--- config.mk ---
export PLATFORM = sky130hd
export DESIGN_NAME = register_skid
export DESIGN_NICKNAME = d
export VERILOG_FILES = /design/src/rtl/register_skid.sv
export SDC_FILE = /design/constraint.sdc
export NUM_CORES = 1
export LEC_CHECK = 0
export BUFFER_PORTS_ARGS = -buffer_cell sky130_fd_sc_hd__buf_2
export CAP_MARGIN = 20
export CELL_PAD_IN_SITES_DETAIL_PLACEMENT = 0
export CELL_PAD_IN_SITES_GLOBAL_PLACEMENT = 1
export CORE_MARGIN = 2
export CORE_UTILIZATION = 25
export DETAILED_ROUTE_END_ITERATION = 8
export GPL_TIMING_DRIVEN = 0
export HOLD_SLACK_MARGIN = 0.03
export PLACE_DENSITY_LB_ADDON = 0.1
export SYNTH_ARGS = -nofsm -noshare
export SYNTH_HDL_FRONTEND = slang
export SYNTH_SLANG_ARGS = --single-unit
--- constraint.sdc ---
create_clock -name clk -period 1.5 [get_ports clk]
set_input_delay 0 -clock clk [delete_from_list [all_inputs] [get_ports clk]]
set_output_delay 0 -clock clk [all_outputs]
set_load 0.01 [all_outputs]
--- src/rtl/register_skid.sv ---
// register_skid: two-entry elastic pipeline register (main + skid slot)
// with valid/ready on both sides. s_ready, m_valid and m_data are all
// driven straight from flops, so there is no combinational path from
// m_ready back to s_ready.
// Optional feature macro: REGISTER_SKID_STALL_CNT_EN adds a saturating
// stall counter and the stall_count port.
module register_skid #(
  parameter int WIDTH       = 8,
  parameter int STALL_CNT_W = 16
) (
  input  logic             clk,
  input  logic             reset,
  input  logic             s_valid,
  output logic             s_ready,
  input  logic [WIDTH-1:0] s_data,
  output logic             m_valid,
  input  logic             m_ready,
  output logic [WIDTH-1:0] m_data,
  output logic [1:0]       occupancy
`ifdef REGISTER_SKID_STALL_CNT_EN
  ,
  output logic [STALL_CNT_W-1:0] stall_count
`endif
);

  // State encoding doubles as the occupancy count.
  typedef enum logic [1:0] {
    EMPTY = 2'd0,
    BUSY  = 2'd1,
    FULL  = 2'd2
  } state_t;

  state_t           state_q, state_d;
  logic [WIDTH-1:0] main_q, main_d;
  logic [WIDTH-1:0] skid_q, skid_d;
  logic             s_ready_q, s_ready_d;
  logic             up_xfer;

  // s_ready has its own flop so it can sit at 0 during reset and only
  // come up on the first edge after release.
  assign up_xfer = s_valid & s_ready_q;

  // State, data and ready registers.
  always_ff @(posedge clk or negedge reset) begin
    if (!reset) begin
      state_q   <= EMPTY;
      main_q    <= '0;
      skid_q    <= '0;
      s_ready_q <= 1'b0;
    end else begin
      state_q   <= state_d;
      main_q    <= main_d;
      skid_q    <= skid_d;
      s_ready_q <= s_ready_d;
    end
  end

  // Next-state and datapath: the skid slot only fills when main is
  // occupied and downstream stalls; it drains into main on m_ready.
  always_comb begin
    state_d = state_q;
    main_d  = main_q;
    skid_d  = skid_q;
    unique case (state_q)
      EMPTY: begin
        if (up_xfer) begin
          state_d = BUSY;
          main_d  = s_data;
        end
      end
      BUSY: begin
        if (up_xfer && m_ready) begin
          main_d = s_data;
        end else if (up_xfer && !m_ready) begin
          state_d = FULL;
          skid_d  = s_data;
        end else if (!up_xfer && m_ready) begin
          state_d = EMPTY;
        end
      end
      FULL: begin
        if (m_ready) begin
          state_d = BUSY;
          main_d  = skid_q;
        end
      end
      default: state_d = EMPTY;
    endcase
    s_ready_d = (state_d != FULL);
  end

  // Outputs decoded from registered state only.
  always_comb begin
    m_valid   = (state_q != EMPTY);
    occupancy = state_q;
    m_data    = main_q;
    s_ready   = s_ready_q;
  end

`ifdef REGISTER_SKID_STALL_CNT_EN
  logic [STALL_CNT_W-1:0] stall_q, stall_d;

  // Saturating count of edges where a word is offered but not taken.
  always_comb begin
    stall_d = stall_q;
    if (m_valid && !m_ready && (stall_q != {STALL_CNT_W{1'b1}}))
      stall_d = stall_q + 1'b1;
  end

  // Stall counter register, cleared only by reset.
  always_ff @(posedge clk or negedge reset) begin
    if (!reset) stall_q <= '0;
    else        stall_q <= stall_d;
  end

  assign stall_count = stall_q;
`endif

endmodule

# After elaboration in Yosys (flattened, before gate mapping)
# Cells that the tools add are included.
totals:
  mem_bits_rw: 0
  regBits: 19
  memories: 0
  wordCells: 32
  output_inout_bits: 12
  romBits: 0
  input_bits: 12
  latchBits: 0
op_classes:
  div_mod_pow: 0
  n_lt_le_gt_ge: 0
  multipliers: 0
  n_bitwise: 2
  n_mux: 10
  n_eq_ne: 6
  add_sub_neg: 0
  shift: 0
  n_reduce_logical: 10
ops:
  columns: ["cell", "count"]
  rows:
  - ["8-bit two-way mux", 3]
  - ["8-bit case mux with 3 select lines", 1]
  - ["2-bit two-way mux", 5]
  - ["2-bit != test (second input constant)", 4]
  - ["2-bit case mux with 3 select lines", 1]
  - ["4-bit AND reduction", 1]
  - ["1-bit logical AND", 3]
  - ["3-bit AND reduction", 1]
  - ["3-bit nonzero test", 1]
  - ["2-bit by 1-bit == test with 1-bit output (second input constant)", 1]
  - ["2-bit == test (second input constant)", 1]
  - ["1-bit zero test", 2]
  - ["2-bit zero test", 1]
  - ["2-bit nonzero test", 1]
  - ["1-bit AND", 1]
  - ["1-bit NOT", 1]

# Depth between registers and ports, before layout
# Gate-level depths: netlist of run 1.
depth:
  ltp_word: 8
  ltp_mapped: 4
  ltp_nobuf: 3

# Least setup slack after synthesis of run 1
# No wires, ideal clock.
synth_path:
  path_kind: "register to register"
  start: "register state_q[1], in the netlist occupancy[1]"
  end: "register main_q[0], in the netlist m_data[0]"
  period_less_slack_ns: 1.545
  setup_time_ns: 0.125
  required_time_ns: 1.375
  arrival_time_ns: 1.420
  n_path_buf: 0
  stages_incl_launch_ff: 4
  path_slack_ns: -0.045
  path_cell_list: "dfrtp_1 or2_4 o221ai_4 mux2_2"
synth_via:
  elab_chain_cells: 3
  word_cells_on_any_way: 9
  cone_classes: "eq/ne (5); mux (1); reduce/logical (3)"
synth_rtl:
  columns: ["element", "line_no", "source"]
  rows:
  - ["from (decl)", "33", "state_t state_q, state_d;"]
  - ["from (signal assigned)", "51", "state_q <= state_d;"]
  - ["2-bit by 1-bit == test with 1-bit output, or another cell as far along", "64", "unique case (state_q)"]
  - ["2-bit != test (no source line) or 3-bit nonzero test (tied branches)", null, null]
  - ["4-bit AND reduction (no source line)", null, null]
  - ["to (signal assigned)", "52", "main_q <= main_d;"]
  - ["to (decl)", "34", "logic [WIDTH-1:0] main_q, main_d;"]
# Several ways; a longest one is shown, not always the timed one.
# A chain may end at the register's enable or synchronous reset.

# Worst setup path in the final report of run 1
layout_path:
  start: "register state_q[1], in the netlist occupancy[1]"
  end: "register main_q[2], in the netlist m_data[2]"
# The elaborated chain is that of the path after synthesis.

==> flow_metrics.py, run 1 <==
metrics = {
    "run_status": {
        "status": "finished, violations left",
        "violations": "setup timing",
    },
    "worst_setup_path": {
        "critPathArrivalTime_ns": 1.69,
        "worstPathMaxFanout": 8,
        "r2r-end": "m_data[2]",
        "cp_slowest_cell": "dfrtp_2",
        "cp_slowest_stage_delay_ns": 0.47,
        "r2r_cells": 4,
        "path_cells": "or2_4 > o221ai_4 > buf_6 > mux2_2",
        "r2r_start": "occupancy[1]",
        "worstSetupEndpointType": "register",
        "reg2reg_slack_ns": -0.0003,
        "start_kind": "register",
        "critPathRequiredTime_ns": 1.69,
        "worst-setup-path-type": "reg2reg",
    },
    "grt": {
        "grt_first_pass_wirelength_um": 3063,
        "grt_use_total_pct": 9.898,
        "antenna_found_initial": 0,
        "grt_overflow": 0,
        "grt_pass1_vias": 684,
        "grt_max_degree": 20,
    },
    "clock_tree": {
        "insertion_delay_ns": 0.30,
        "clkTransAtPathRegs_ns": 0.11,
        "cts.sinks": 19,
        "numCtsBuffers": 3,
        "h-tree-depth": 1,
        "cts_tree": "yes",
        "cts_buffer_depth": 2,
        "cts_root_buf": "clkbuf_4",
    },
    "synthesis": {
        "mappedNetlistArea_um2": 887.1,
        "synth_warnings": 0,
        "synthCells": 58,
        "synth_xor_area_share_pct": 0,
        "synthSimpleGateAreaFrac_pct": 7.616,
        "synthAdderAreaFrac_pct": 0,
        "synth_top_area_share_pct": 53.60,
        "synth_cell_type_count": 15,
        "synth.mux.area_fraction_pct": 31.73,
        "syn-num-nets": 70,
        "syn_avg_cell_area_um2": 15.29,
        "synth_top_family_by_area": "multiplexers",
        "synth_compound_area_share_pct": 5.360,
        "synth_area_leader_cell": "dfrtp_1",
        "ys_seq_elements": 19,
        "synth_area_leaders": "dfrtp_1 (54%), mux2_2 (32%), o221ai_4 (3.0%)",
        "yosysSeqAreaShare_pct": 53.60,
    },
    "placed_design": {
        "hpwlAfterDp_um": 1230,
        "dp.cells": 127,
        "gp_congestion": 0.6718,
        "place_ws_ns": -0.09002,
        "portBuffers": 23,
        "postPlaceCellArea_mm2": 0.001061,
    },
    "pwr": {
        "ir_worst_vdd_v": 0.0006070,
        "p_leak_nw": 0.5701,
        "total_power_mw": 2.195,
        "power_density_mw_per_mm2": 1700,
    },
    "sta": {
        "fin_ws_ns": -0.0003016,
        "slew_headroom_pct": 71.35,
        "setup_viol": 1,
        "hold_ws_ns": 0.1572,
        "rsz0062_at_grt": "true",
        "tns_ns": -0.0003016,
        "slew_viol_final": 0,
        "finalCriticalPeriod_ns": 1.500,
        "worst_slew_pin_slew_ns": 0.4298,
        "timing.final.crit_share_pct": 100.0,
        "max_freq_ghz": 0.6665,
        "clock_skew_ns": 0.008915,
        "hold_violations": 0,
    },
    "routing": {
        "drt_iter0_drc": 14,
        "wl_um": 1877,
        "vias": 631,
        "wl_per_cell_um": 12.60,
        "drt_first_pass_iters": 4,
        "ant_nets": 0,
        "drcViolationCount": 0,
        "via_per_inst": 4.235,
    },
    "floorplanning": {
        "ioPinCount": 24,
        "start_util_pct": 26.38,
        "fp.coreArea_mm2": 0.003363,
        "chipWidth_um": 63.57,
        "chipHeight_um": 63.57,
        "die-area_mm2": 0.004041,
        "rows": 21,
    },
    "run": {
        "max_cap_viol_count": 0,
    },
    "layout": {
        "final_cells": 149,
        "n_antenna_cell": 0,
        "nets": 116,
        "syn_to_final_growth_pct": 45.56,
        "finalInstanceArea_mm2": 0.001291,
        "drive_above_1_share_pct": 63.11,
        "n_fill_cell": 376,
        "final_core_util_pct": 38.39,
    },
    "hold_path": {
        "min_path_type": "in2async",
    },
}
## sequential cells by signal (all words and copies together), names as in the netlist
name,count
occupancy,2
m_data,8
s_ready,1
skid_q,8
## placed cells by master (no fill, tap or decap)
cell and instances:
a21o_1 1, a21oi_1 1, buf_12 1, buf_2 23, buf_4 4, buf_6 3
clkbuf_1 1, clkbuf_4 3, dfrtp_1 18, dfrtp_2 1, dlygate4sd3_1 11, inv_1 1
mux2_2 20, mux2_4 5, nand2_1 1, nand2b_1 1, nand2b_2 1, nand4b_1 2
nor2b_2 1, nor3_4 1, o221ai_1 1, o221ai_4 1, or2_4 1
## routing by layer
| metal | routed length, um | track usage (%) | up-vias |
|---|---|---|---|
| li1 | - | - | 302 |
| met1 | 864 | 11.48 | 315 |
| met2 | 923 | 16.97 | 12 |
| met3 | 68 | 1.786 | 2 |
| met4 | 21 | 5.707 | 0 |
| met5 | 0 | 0 | - |
## where the power goes
part	internal, mW	switching [mW]	leakage (nW)	total, mW
logic	0.640	0.401	0.333	1.04
clock network	0.103	0.159	0.0150	0.263
registers	0.759	0.131	0.222	0.890
total	1.50	0.692	0.570	2.19
## synthesized netlist by cell type
master and number:
o221ai_1 1, o221ai_4 1, nand2_1 1, nand4b_1 2, buf_6 1, mux2_2 25, nor3_4 1, a21oi_1 1
or2_4 1, nand2b_1 1, nor2b_1 1, nand2b_2 1, inv_1 1, a21o_1 1, dfrtp_1 19
## worst max path at each step
stage | start | depth (start not counted) | endpoint | slack (ns)
after global placement | occupancy[0] | 3 | m_data[0] | -0.08
after detailed placement | occupancy[1] | 3 | m_data[6] | -0.09
final | occupancy[1] | 4 | m_data[2] | -0.0003
after floorplan | occupancy[0] | 3 | m_data[0] | 0.007
after CTS | occupancy[1] | 4 | m_data[0] | 0.003
after global routing | occupancy[1] | 4 | m_data[6] | -0.07
## kinds of logic (layout without fill, tap and decap cells)
family	count (synthesis)	in the layout
AO/OA/AOI/OAI	4	4
buffers and inverters	2	47
flip-flops	19	19
multiplexers	25	25
AND/OR/NAND/NOR	8	8
## layout make-up
type | instances | area, um2 | area share, %
plain buffers | 1 | 11.26 | 0.8721
clock buffers | 4 | 26.28 | 2.035
inverters | 1 | 3.754 | 0.2907
multi-input cells | 37 | 417.9 | 32.36
flip-flops and latches | 19 | 476.7 | 36.92
well taps | 46 | 57.56 | 4.457
repair buffers | 41 | 297.8 | 23.06
## worst max-delay path, delay by kind of cell (launching register included)
| kind | cells | cell delay (ns) |
|---|---|---|
| buffers and inverters | 1 | 0.15 |
| AOI/OAI and AO/OA | 1 | 0.20 |
| DFF | 1 | 0.47 |
| muxes | 1 | 0.32 |
| and+or+nand+nor | 1 | 0.26 |
## repair_timing
item                                    4_1_cts  5_1_grt
endpoints found under the hold margin        29        0
cloned                                        0        0
buffers inserted                              6        1
resized for setup                             0        8
hold buffers                                 11        0
endpoints found under the setup margin       16        8
pin swaps                                     2        0
Note: power is estimated with default switching activity, not from simulation.
==> run 2, diff against run 1 <==
CORE_ASPECT_RATIO = 0.7   (was not set)
MAX_ROUTING_LAYER = met4   (was not set)
==> run 2 against run 1 <==
Against the previous run:
- the run still ends with setup timing left
- worst setup slack got worse by 0.0072 ns
- flip-flop and latch count unchanged
- first-iteration DRC count increased by 57%
- sequential share of layout area increased by 0.64 points
- clock skew decreased by 0.0073 ns
- clock-buffer cell count decreased by 1
- power decreased by 0.31%
==> flow_metrics.py, run 2 (synthesized netlist as in run 1, its figures left out) <==
metrics = {
    "run_status": {
        "status": "finished, violations left",
        "violations": "setup timing",
    },
    "routing": {
        "vias": 611,
        "ant_nets": 0,
        "via_per_inst": 4.101,
        "drcViolationCount": 0,
        "drt_first_pass_iters": 4,
        "wl_um": 1737,
        "wl_per_cell_um": 11.66,
        "drt_iter0_drc": 22,
    },
    "worst_setup_path": {
        "worst-setup-path-type": "reg2reg",
        "crit_end": "m_data[0]",
        "r2r_cells": 4,
        "crit_path_start": "occupancy[0]",
        "r2r-end": "m_data[0]",
        "r2r_start": "occupancy[0]",
        "critPathArrivalTime_ns": 1.65,
        "start_kind": "register",
        "critPathRequiredTime_ns": 1.64,
        "reg2reg_slack_ns": -0.008,
        "worstPathMaxFanout": 8,
        "worstSetupEndpointType": "register",
    },
    "clock_tree": {
        "h-tree-depth": 1,
        "cts_buffer_depth": 2,
        "cts_root_buf": "clkbuf_8",
        "insertion_delay_ns": 0.25,
        "cts_tree": "yes",
        "numCtsBuffers": 3,
        "cts.sinks": 19,
        "clkTransAtPathRegs_ns": 0.07,
    },
    "placed_design": {
        "gp_congestion": 0.6495,
        "portBuffers": 23,
        "postPlaceCellArea_mm2": 0.001066,
    },
    "layout": {
        "final_common_cell": "mux2_2",
        "finalInstanceArea_mm2": 0.001272,
        "drive_above_1_share_pct": 63.64,
        "regArea_um2": 478.0,
        "multi_input_area_um2": 400.4,
        "n_antenna_cell": 0,
        "nets": 112,
        "n_fill_cell": 361,
        "most-common-layout-cells": "mux2_2 (24), buf_2 (23), dfrtp_1 (17)",
        "syn_to_final_growth_pct": 43.44,
    },
    "sta": {
        "fin_ws_ns": -0.007537,
        "worst_slew_pin_slew_ns": 0.4371,
        "slew_viol_final": 0,
        "timing.final.crit_share_pct": 100.5,
        "hold_ws_ns": 0.07717,
        "setup_viol": 7,
        "rsz0062_at_grt": "true",
        "slew_headroom_pct": 70.86,
        "max_freq_ghz": 0.6633,
        "tns_ns": -0.02760,
        "finalCriticalPeriod_ns": 1.508,
        "clock_skew_ns": 0.001585,
        "hold_violations": 0,
    },
    "floorplanning": {
        "die-area_mm2": 0.004049,
        "chipWidth_um": 75.20,
        "rows": 18,
        "start_util_pct": 25.58,
        "fp.coreArea_mm2": 0.003468,
        "chipHeight_um": 53.84,
        "ioPinCount": 24,
    },
    "pwr": {
        "p_leak_nw": 0.5465,
        "total_power_mw": 2.188,
        "ir_worst_vdd_v": 0.0005820,
        "power_density_mw_per_mm2": 1719,
    },
    "grt": {
        "grt_first_pass_wirelength_um": 2863,
        "grt_overflow": 0,
        "antenna_found_initial": 0,
        "grt_use_total_pct": 10.39,
        "grt_max_degree": 20,
        "grt_pass1_vias": 591,
    },
    "hold_path": {
        "min_path_type": "in2reg",
    },
    "run": {
        "max_cap_viol_count": 0,
    },
}
## run 2: worst min-delay path by stage
stage,startpoint,to,slack (ns),depth (start not counted)
2_1_floorplan,reset,m_data[0],-0.30,0
3_3_place_gp,reset,skid_q[2],-0.02,1
3_5_place_dp,reset,skid_q[2],-0.02,1
4_1_cts,s_valid,occupancy[1],0.06,3
5_1_grt,s_valid,occupancy[1],0.09,3
6_report,s_valid,occupancy[1],0.08,3
## run 2: critical path, cell delays in order, from the launching register on
cell and delay, ns:
dfrtp_2 0.44, or2_4 0.27, o221ai_4 0.19, buf_12 0.16, mux2_2 0.33
## run 2: layout make-up
class | instances | share of cell area (%)
clock buffer | 3 | 3.245
inverter | 1 | 0.2950
sequential | 19 | 37.56
timing repair buffer | 37 | 21.24
multi-input combinational | 37 | 31.47
buffer | 1 | 0.8850
clock inverter | 1 | 0.3933
tap | 50 | 4.916
## run 2: where the power goes
| part | switching (mW) | total [mW] | leakage, nW | internal (mW) |
|---|---|---|---|---|
| Combinational | 0.372 | 0.940 | 0.300 | 0.568 |
| Clock | 0.170 | 0.355 | 0.0255 | 0.185 |
| Sequential | 0.130 | 0.893 | 0.221 | 0.764 |
| Total | 0.672 | 2.19 | 0.547 | 1.52 |
## run 2: repair_timing
| item | 4_1_cts | 5_1_grt |
|---|---|---|
| hold buffers | 10 | 0 |
| endpoints found under the setup margin | 16 | 8 |
| hold endpoints to repair | 29 | 0 |
| pin swaps | 2 | 0 |
| gates resized for setup | 1 | 1 |
| buffers inserted | 4 | 0 |
## run 2: layer usage
metal / track usage (%) / vias to the layer above / part of all wire (%)
met1: 13.39 / 304 / 47
met4: 1.754 / 0 / 0
met2: 15.50 / 12 / 48
li1: - / 295 / -
met3: 4.494 / 0 / 4.5
met5: - / - / 0
## run 2: per-stage QoR
stage	cells	util, %	worst slack (ns)
2_1_floorplan	58	-	0.007269
3_3_place_gp	131	30.74	-0.1192
5_1_grt	149	36.69	-0.05646
6_report	149	36.69	-0.007537
3_5_place_dp	131	30.74	-0.1267
4_1_cts	149	36.58	-0.007200
